$ cat config.mk
export PLATFORM = sky130hd
export DESIGN_NAME = syndrome_round_sequencer_flat
export DESIGN_NICKNAME = d
export VERILOG_FILES = /design/src/rtl/syndrome_round_sequencer_if.sv /design/src/rtl/syndrome_round_sequencer.sv /design/src/flat_wrapper.sv
export SDC_FILE = /design/constraint.sdc
export NUM_CORES = 1
export LEC_CHECK = 0
export ABC_CLOCK_PERIOD_IN_PS = 2300
export CAP_MARGIN = 20
export CORE_UTILIZATION = 53
export DETAILED_ROUTE_END_ITERATION = 7
export HOLD_SLACK_MARGIN = 0.05
export PLACE_DENSITY_LB_ADDON = 0.2
export SLEW_MARGIN = 0
export SYNTH_ARGS = -nofsm -noshare
export SYNTH_HDL_FRONTEND = slang
export SYNTH_SLANG_ARGS = --single-unit
$ cat constraint.sdc
create_clock -name clk -period 2.3 [get_ports clk]
set_input_delay 0.46 -clock clk [delete_from_list [all_inputs] [get_ports clk]]
set_output_delay 0.46 -clock clk [all_outputs]
set_load 0.05 [all_outputs]
$ cat src/rtl/syndrome_round_sequencer_if.sv
// syndrome_round_sequencer_if: host, ancilla readout and correction LUT signals of one round sequencer.
// master = the sequencer, slave = its environment (host, readout front-end, LUT).
interface syndrome_round_sequencer_if;
    logic       start, busy, out_valid, out_ready;
    logic       meas_req, meas_valid, lut_req, err_timeout;
    logic [1:0] meas_axis, lut_axis;
    logic [3:0] meas_syndrome, lut_syndrome;
    logic [4:0] lut_correction, corr_x, corr_y, corr_z;
    logic [2:0] err_unstable;
    modport master (
        input  start, meas_valid, meas_syndrome, lut_correction, out_ready,
        output busy, meas_req, meas_axis, lut_req, lut_axis, lut_syndrome,
               out_valid, corr_x, corr_y, corr_z, err_timeout, err_unstable
    );
    modport slave (
        output start, meas_valid, meas_syndrome, lut_correction, out_ready,
        input  busy, meas_req, meas_axis, lut_req, lut_axis, lut_syndrome,
               out_valid, corr_x, corr_y, corr_z, err_timeout, err_unstable
    );
endinterface

$ cat src/rtl/syndrome_round_sequencer.sv
// syndrome_round_sequencer: runs one X/Y/Z syndrome round with repeat-until-agree filtering and LUT decode.
module syndrome_round_sequencer #(
    parameter int ROUNDS    = 2,
    parameter int MAX_TRIES = 6,
    parameter int TIMEOUT   = 16,
    parameter int LUT_LAT   = 3
) (
    input logic                        clk,
    input logic                        rst,
    syndrome_round_sequencer_if.master bus
);
    localparam logic [2:0] L_ROUNDS  = 3'(ROUNDS);
    localparam logic [3:0] L_TRIES   = 4'(MAX_TRIES);
    localparam logic [7:0] L_TIMEOUT = 8'(TIMEOUT);
    localparam logic [2:0] L_LAT_END = 3'(LUT_LAT - 1);

    typedef enum logic [2:0] {IDLE, MEAS, DEC_REQ, DEC_WAIT, DONE} state_t;

    state_t          r_state, w_state;
    logic [1:0]      r_axis, w_axis;
    logic [3:0]      r_tries, w_tries, w_tries_nx, r_synd, w_synd;
    logic [2:0]      r_agree, w_agree, w_agree_nx, r_lat, w_lat;
    logic [7:0]      r_wait, w_wait;
    logic [2:0][4:0] r_corr, w_corr;
    logic            r_to, w_to;
    logic [2:0]      r_un, w_un;
    logic            w_dec;

    always_comb begin
        w_state    = r_state;
        w_axis     = r_axis;
        w_tries    = r_tries;
        w_agree    = r_agree;
        w_synd     = r_synd;
        w_wait     = r_wait;
        w_lat      = r_lat;
        w_corr     = r_corr;
        w_to       = r_to;
        w_un       = r_un;
        w_tries_nx = r_tries + 4'd1;
        // agree==0 means nothing stored yet for this axis
        w_agree_nx = (r_agree != 3'd0 && bus.meas_syndrome == r_synd) ? r_agree + 3'd1 : 3'd1;
        case (r_state)
            IDLE: if (bus.start) begin
                w_state = MEAS;
                w_axis  = 2'b01;
                w_tries = '0;
                w_agree = '0;
                w_synd  = '0;
                w_wait  = '0;
                w_lat   = '0;
                w_corr  = '0;
                w_to    = 1'b0;
                w_un    = '0;
            end
            MEAS: if (bus.meas_valid) begin
                w_tries = w_tries_nx;
                w_agree = w_agree_nx;
                w_synd  = bus.meas_syndrome;
                w_wait  = '0;
                if (w_agree_nx == L_ROUNDS) begin
                    w_state = DEC_REQ;
                end else if (w_tries_nx == L_TRIES) begin
                    w_un[r_axis - 2'd1] = 1'b1;
                    w_axis  = r_axis + 2'd1;
                    w_tries = '0;
                    w_agree = '0;
                    w_state = (r_axis == 2'b11) ? DONE : MEAS;
                end
            end else begin
                w_wait = r_wait + 8'd1;
                if (w_wait == L_TIMEOUT) begin
                    w_to    = 1'b1;
                    w_corr  = '0;
                    w_state = DONE;
                end
            end
            DEC_REQ: begin
                w_lat   = '0;
                w_state = DEC_WAIT;
            end
            DEC_WAIT: begin
                w_lat = r_lat + 3'd1;
                if (r_lat == L_LAT_END) begin
                    w_corr[r_axis - 2'd1] = bus.lut_correction;
                    w_axis  = r_axis + 2'd1;
                    w_tries = '0;
                    w_agree = '0;
                    w_wait  = '0;
                    w_state = (r_axis == 2'b11) ? DONE : MEAS;
                end
            end
            DONE: w_state = bus.out_ready ? IDLE : DONE;
            default: w_state = IDLE;
        endcase
    end

    always_ff @(posedge clk or posedge rst) begin
        if (rst) begin
            r_state <= IDLE;
            r_axis  <= '0;
            r_tries <= '0;
            r_agree <= '0;
            r_synd  <= '0;
            r_wait  <= '0;
            r_lat   <= '0;
            r_corr  <= '0;
            r_to    <= 1'b0;
            r_un    <= '0;
        end else begin
            r_state <= w_state;
            r_axis  <= w_axis;
            r_tries <= w_tries;
            r_agree <= w_agree;
            r_synd  <= w_synd;
            r_wait  <= w_wait;
            r_lat   <= w_lat;
            r_corr  <= w_corr;
            r_to    <= w_to;
            r_un    <= w_un;
        end
    end

    assign w_dec            = r_state == DEC_REQ || r_state == DEC_WAIT;
    assign bus.busy         = r_state != IDLE;
    assign bus.meas_req     = r_state == MEAS;
    assign bus.meas_axis    = bus.meas_req ? r_axis : 2'b00;
    assign bus.lut_req      = r_state == DEC_REQ;
    assign bus.lut_axis     = w_dec ? r_axis : 2'b00;
    assign bus.lut_syndrome = w_dec ? r_synd : 4'd0;
    assign bus.out_valid    = r_state == DONE;
    assign bus.corr_x       = r_corr[0];
    assign bus.corr_y       = r_corr[1];
    assign bus.corr_z       = r_corr[2];
    assign bus.err_timeout  = r_to;
    assign bus.err_unstable = r_un;
endmodule
$ cat src/flat_wrapper.sv
// flat-port wrapper written by rule: the top's interface ports become plain ports
module syndrome_round_sequencer_flat 
#(
    parameter int ROUNDS    = 2,
    parameter int MAX_TRIES = 6,
    parameter int TIMEOUT   = 16,
    parameter int LUT_LAT   = 3
)
  (clk, rst, bus_start, bus_meas_valid, bus_meas_syndrome, bus_lut_correction, bus_out_ready, bus_busy, bus_meas_req, bus_meas_axis, bus_lut_req, bus_lut_axis, bus_lut_syndrome, bus_out_valid, bus_corr_x, bus_corr_y, bus_corr_z, bus_err_timeout, bus_err_unstable);
  syndrome_round_sequencer_if bus_i ();
  input logic clk;
  input logic rst;
  input wire logic [$bits(bus_i.start)-1:0] bus_start;
  input wire logic [$bits(bus_i.meas_valid)-1:0] bus_meas_valid;
  input wire logic [$bits(bus_i.meas_syndrome)-1:0] bus_meas_syndrome;
  input wire logic [$bits(bus_i.lut_correction)-1:0] bus_lut_correction;
  input wire logic [$bits(bus_i.out_ready)-1:0] bus_out_ready;
  output wire logic [$bits(bus_i.busy)-1:0] bus_busy;
  output wire logic [$bits(bus_i.meas_req)-1:0] bus_meas_req;
  output wire logic [$bits(bus_i.meas_axis)-1:0] bus_meas_axis;
  output wire logic [$bits(bus_i.lut_req)-1:0] bus_lut_req;
  output wire logic [$bits(bus_i.lut_axis)-1:0] bus_lut_axis;
  output wire logic [$bits(bus_i.lut_syndrome)-1:0] bus_lut_syndrome;
  output wire logic [$bits(bus_i.out_valid)-1:0] bus_out_valid;
  output wire logic [$bits(bus_i.corr_x)-1:0] bus_corr_x;
  output wire logic [$bits(bus_i.corr_y)-1:0] bus_corr_y;
  output wire logic [$bits(bus_i.corr_z)-1:0] bus_corr_z;
  output wire logic [$bits(bus_i.err_timeout)-1:0] bus_err_timeout;
  output wire logic [$bits(bus_i.err_unstable)-1:0] bus_err_unstable;
  assign bus_i.start = bus_start;
  assign bus_i.meas_valid = bus_meas_valid;
  assign bus_i.meas_syndrome = bus_meas_syndrome;
  assign bus_i.lut_correction = bus_lut_correction;
  assign bus_i.out_ready = bus_out_ready;
  assign bus_busy = bus_i.busy;
  assign bus_meas_req = bus_i.meas_req;
  assign bus_meas_axis = bus_i.meas_axis;
  assign bus_lut_req = bus_i.lut_req;
  assign bus_lut_axis = bus_i.lut_axis;
  assign bus_lut_syndrome = bus_i.lut_syndrome;
  assign bus_out_valid = bus_i.out_valid;
  assign bus_corr_x = bus_i.corr_x;
  assign bus_corr_y = bus_i.corr_y;
  assign bus_corr_z = bus_i.corr_z;
  assign bus_err_timeout = bus_i.err_timeout;
  assign bus_err_unstable = bus_i.err_unstable;
  syndrome_round_sequencer #(.ROUNDS(ROUNDS), .MAX_TRIES(MAX_TRIES), .TIMEOUT(TIMEOUT), .LUT_LAT(LUT_LAT)) u_core (.clk(clk), .rst(rst), .bus(bus_i));
endmodule
==> key figures <==
Status
  – Outcome: complete, but fails checks
  – Failing checks: design-rule violations

Critical path
  – Cells along the critical path: or3_1 > clkdlybuf4s50_1
  – Max Fanout on Critical Path: 7
  – CP Class: reg2out
  – Worst path required time: 1.84 ns
  – Worst EP arrival: ~1.8 ns
  – Top Family by Delay on Critical Path: buffers and inverters
  – Worst path slowest cell: clkdlybuf4s50_1
  – Worst Setup End Kind: output pin
  – Worst reg-to-reg setup slack: about 0.23 ns
  – Largest stage delay, worst path: around 0.71 ns
  – WP buf/inv: 1
  – CP startpoint kind: register

Logic synthesis
  – Mapped Area: approximately 0.0026 mm²
  – Dominant cells by area after synthesis: dfrtp_1 (45%), a32o_1 (5.9%), ha_1 (4.9%)
  – Post-Synthesis Cells: 250
  – Async SR Flop Fraction: 100.0%
  – Syn nets: between 200 and 300
  – Mean Syn Cell Area: between 10 and 15 µm²
  – Primary FF master, synth: dfrtp_1
  – Top-area cell type share of the netlist area: 45.10%
  – Cell taking the most area after synthesis: dfrtp_1
  – Netlist cell types: 53
  – Seq cells post-synth: 46
  – Sequential-to-total area share from yosys stat: between 40% and 50%
  – Yosys warnings: 0
  – Post-synth EDFFs: 0

Drt
  – DRC: 3
  – ANT nets after route: 0
  – Wire per inst: 16.12 µm
  – Initial DRC count: 100
  – DRT Pass-1 Iters: 6
  – DR vias: ~2200
  – DR vias/cell: around 6.1
  – Routed WL: around 5700 µm

CTS
  – CTS root buf: clkbuf_8
  – Clock latency on the worst-skew pair: around 0.30 ns
  – CTS buffer count: 5
  – H-Tree Depth: 2
  – Setup bufs post-CTS: 0
  – CTS Buffer Depth: 2
  – Clock transition at the registers of the reported paths: approximately 0.090 ns
  – CTS tree: yes
  – CTS sink count: 46

Timing
  – Final Slew Violations: 0
  – Final worst-path cycle share: between 90% and 100%
  – Max-slew headroom: 38.59%
  – RSZ-0062 raised after global routing: false
  – Worst setup margin: about 0.066 ns
  – Min Tclk post-route: 2.234 ns
  – Clock Skews: roughly 0.0052 ns
  – Endpoints failing hold: 0
  – Least-Margin Pin Slew: around 0.92 ns
  – Fmax: ~0.45 GHz
  – Setup TNS: 0 ns
  – Setup Viol. Count Final: 0

Placement
  – Routability cong.: roughly 0.81
  – # port buffers: 44
  – DP Wirelength: 4025 µm
  – Placed cell area: between 0.003 and 0.004 mm²
  – Cells after DPL: ~350
  – DP Worst Slack: -0.01677 ns

Global route
  – First-pass GRT wire length: 9432 µm
  – Initial antenna violation count: 0
  – Overall routing resource usage: 23.92%
  – Largest net degree at the start of global routing: 47
  – Grt ovf: 0
  – Vias in the first global route: about 2000

Final layout
  – Commonest non-fill, non-tap cell in the layout: dfrtp_1
  – Area grow syn2layout: 27.35%
  – Cell area after layout: between 0.003 and 0.004 mm²
  – Most frequent cells in the layout: dfrtp_1 (46), clkdlybuf4s50_1 (33), nand2_1 (18), o21ai_0 (18)
  – Final #Nets: about 330
  – Layout cells sized above 1: approximately 16%
  – Antenna cells: 0
  – Final non-filler cell total: about 360

Pwr
  – Clock share of power: about 18%
  – Comb power frac: approximately half
  – Total power: 3.398 mW
  – Peak VDD IR: roughly 0.71 mV
  – Internal Dissipation: about 1.9 mW
  – P_sw: 1.453 mW
  – Leak pwr: 1.453 nW
  – Power Density: around 1000 mW/mm²
  – Sw Ratio: between 40% and 50%
  – Flop pwr share: 32.7%

Floorplan
  – Rows: 24
  – I/O pin count: 45
  – Chip Height: slightly above 70 µm
  – Initial Utilization: a little under three fifths
  – CORE AREA: between 0.004 and 0.005 mm²
  – Die Footprint: slightly above 0.005 mm²
  – Die W: 71.40 µm

Run
  – Max-Cap Viols: 0

Hold path
  – HP Class: reg2reg
[final timing paths]
| path | start | endpoint | cells after the start |
|---|---|---|---|
| setup reg to reg | u_core.r_wait[1]$_DFFE_PP0P_ | u_core.bus.corr_y[2]$_DFFE_PP0P_ | 6 |
| hold / removal | u_core.r_lat[2]$_DFFE_PP0P_ | u_core.r_lat[2]$_DFFE_PP0P_ | 1 |
| max in group asynchronous | rst | u_core.r_wait[7]$_DFFE_PP0P_ | 3 |
| min in group asynchronous | rst | u_core.bus.corr_y[4]$_DFFE_PP0P_ | 3 |
| setup / recovery | u_core.r_state[2]$_DFFE_PP0P_ | bus_busy | 2 |
| hold reg to reg | u_core.r_lat[2]$_DFFE_PP0P_ | u_core.r_lat[2]$_DFFE_PP0P_ | 1 |
[cell usage after synthesis (all sizes together), types with 2 or more instances]
cell type	number
ha	10
o2bb2ai	2
a21oi	10
a21o	5
o221ai	3
mux2i	2
a22o	7
o21bai	2
a32o	15
xor2	6
or3	5
nor4	2
o21ai	22
clkbuf	3
nand4	3
nor3	5
and3	5
o31ai	2
nand3	8
nand2	20
o31a	2
buf	5
a31oi	5
and2	8
dfrtp	46
inv	13
nand2b	5
nor2	16
[sequential cells by signal, summed over array words and instances, names as in the netlist]
name	cells
u_core.r_state	3
u_core.bus.corr_x	5
u_core.bus.corr_y	5
u_core.r_axis	2
u_core.bus.corr_z	5
u_core.r_synd	4
u_core.r_lat	3
u_core.r_agree	3
u_core.r_tries	4
u_core.bus.err_timeout	1
u_core.bus.err_unstable	3
u_core.r_wait	8
[routing by layer]
metal	track usage (%)	vias up	routed length, µm
met1	32.17	1071	2516
met5	0	-	0
met3	4.923	7	243
met2	38.52	56	2865
li1	-	1033	-
met4	8.667	0	95
[area by class of cell]
class	instances	area, µm²
multi-input cells	182	1301
fillers	325	1254
flip-flops and latches	46	1151
repair buffers	54	575.6
clock buffers	5	68.82
well taps	52	65.06
inverters	13	48.80
clock inverters	3	40.04
[power by group through the flow]
stage	logic, mW	clock network, mW	registers [mW]
floorplan	1.07	0	1.17
global placement	1.63	0	1.12
detailed placement	1.66	0	1.12
CTS	1.66	0.607	1.11
global route	1.83	0.636	1.14
finish	1.69	0.599	1.11
[per-stage QoR]
step | util (%) | hold slack [ns]
after detailed placement | 69.47 | 0.4673
after floorplan | - | 0.4420
after global routing | 72.17 | 0.5076
after global placement | 69.47 | 0.4581
final | 72.17 | 0.4798
after CTS | 71.89 | 0.4825
[repair_timing]
action	in CTS	in global routing
resized for setup	0	4
hold buffers	0	0
endpoints found under the setup margin	0	6
endpoints found under the hold margin	0	0
[logic make-up (layout without fill, tap and decap cells)]
| kind of cell | Yosys count | count (layout) | share of synthesized area, % |
|---|---|---|---|
| mux | 3 | 3 | 1.225 |
| compound gates | 81 | 81 | 24.22 |
| simple gates | 81 | 81 | 17.45 |
| fa+ha+maj | 10 | 10 | 4.902 |
| xor+xnor | 7 | 7 | 2.696 |
| buf+inv | 22 | 75 | 4.411 |
| flops | 46 | 46 | 45.10 |
Power figures use the tool's default switching activity.
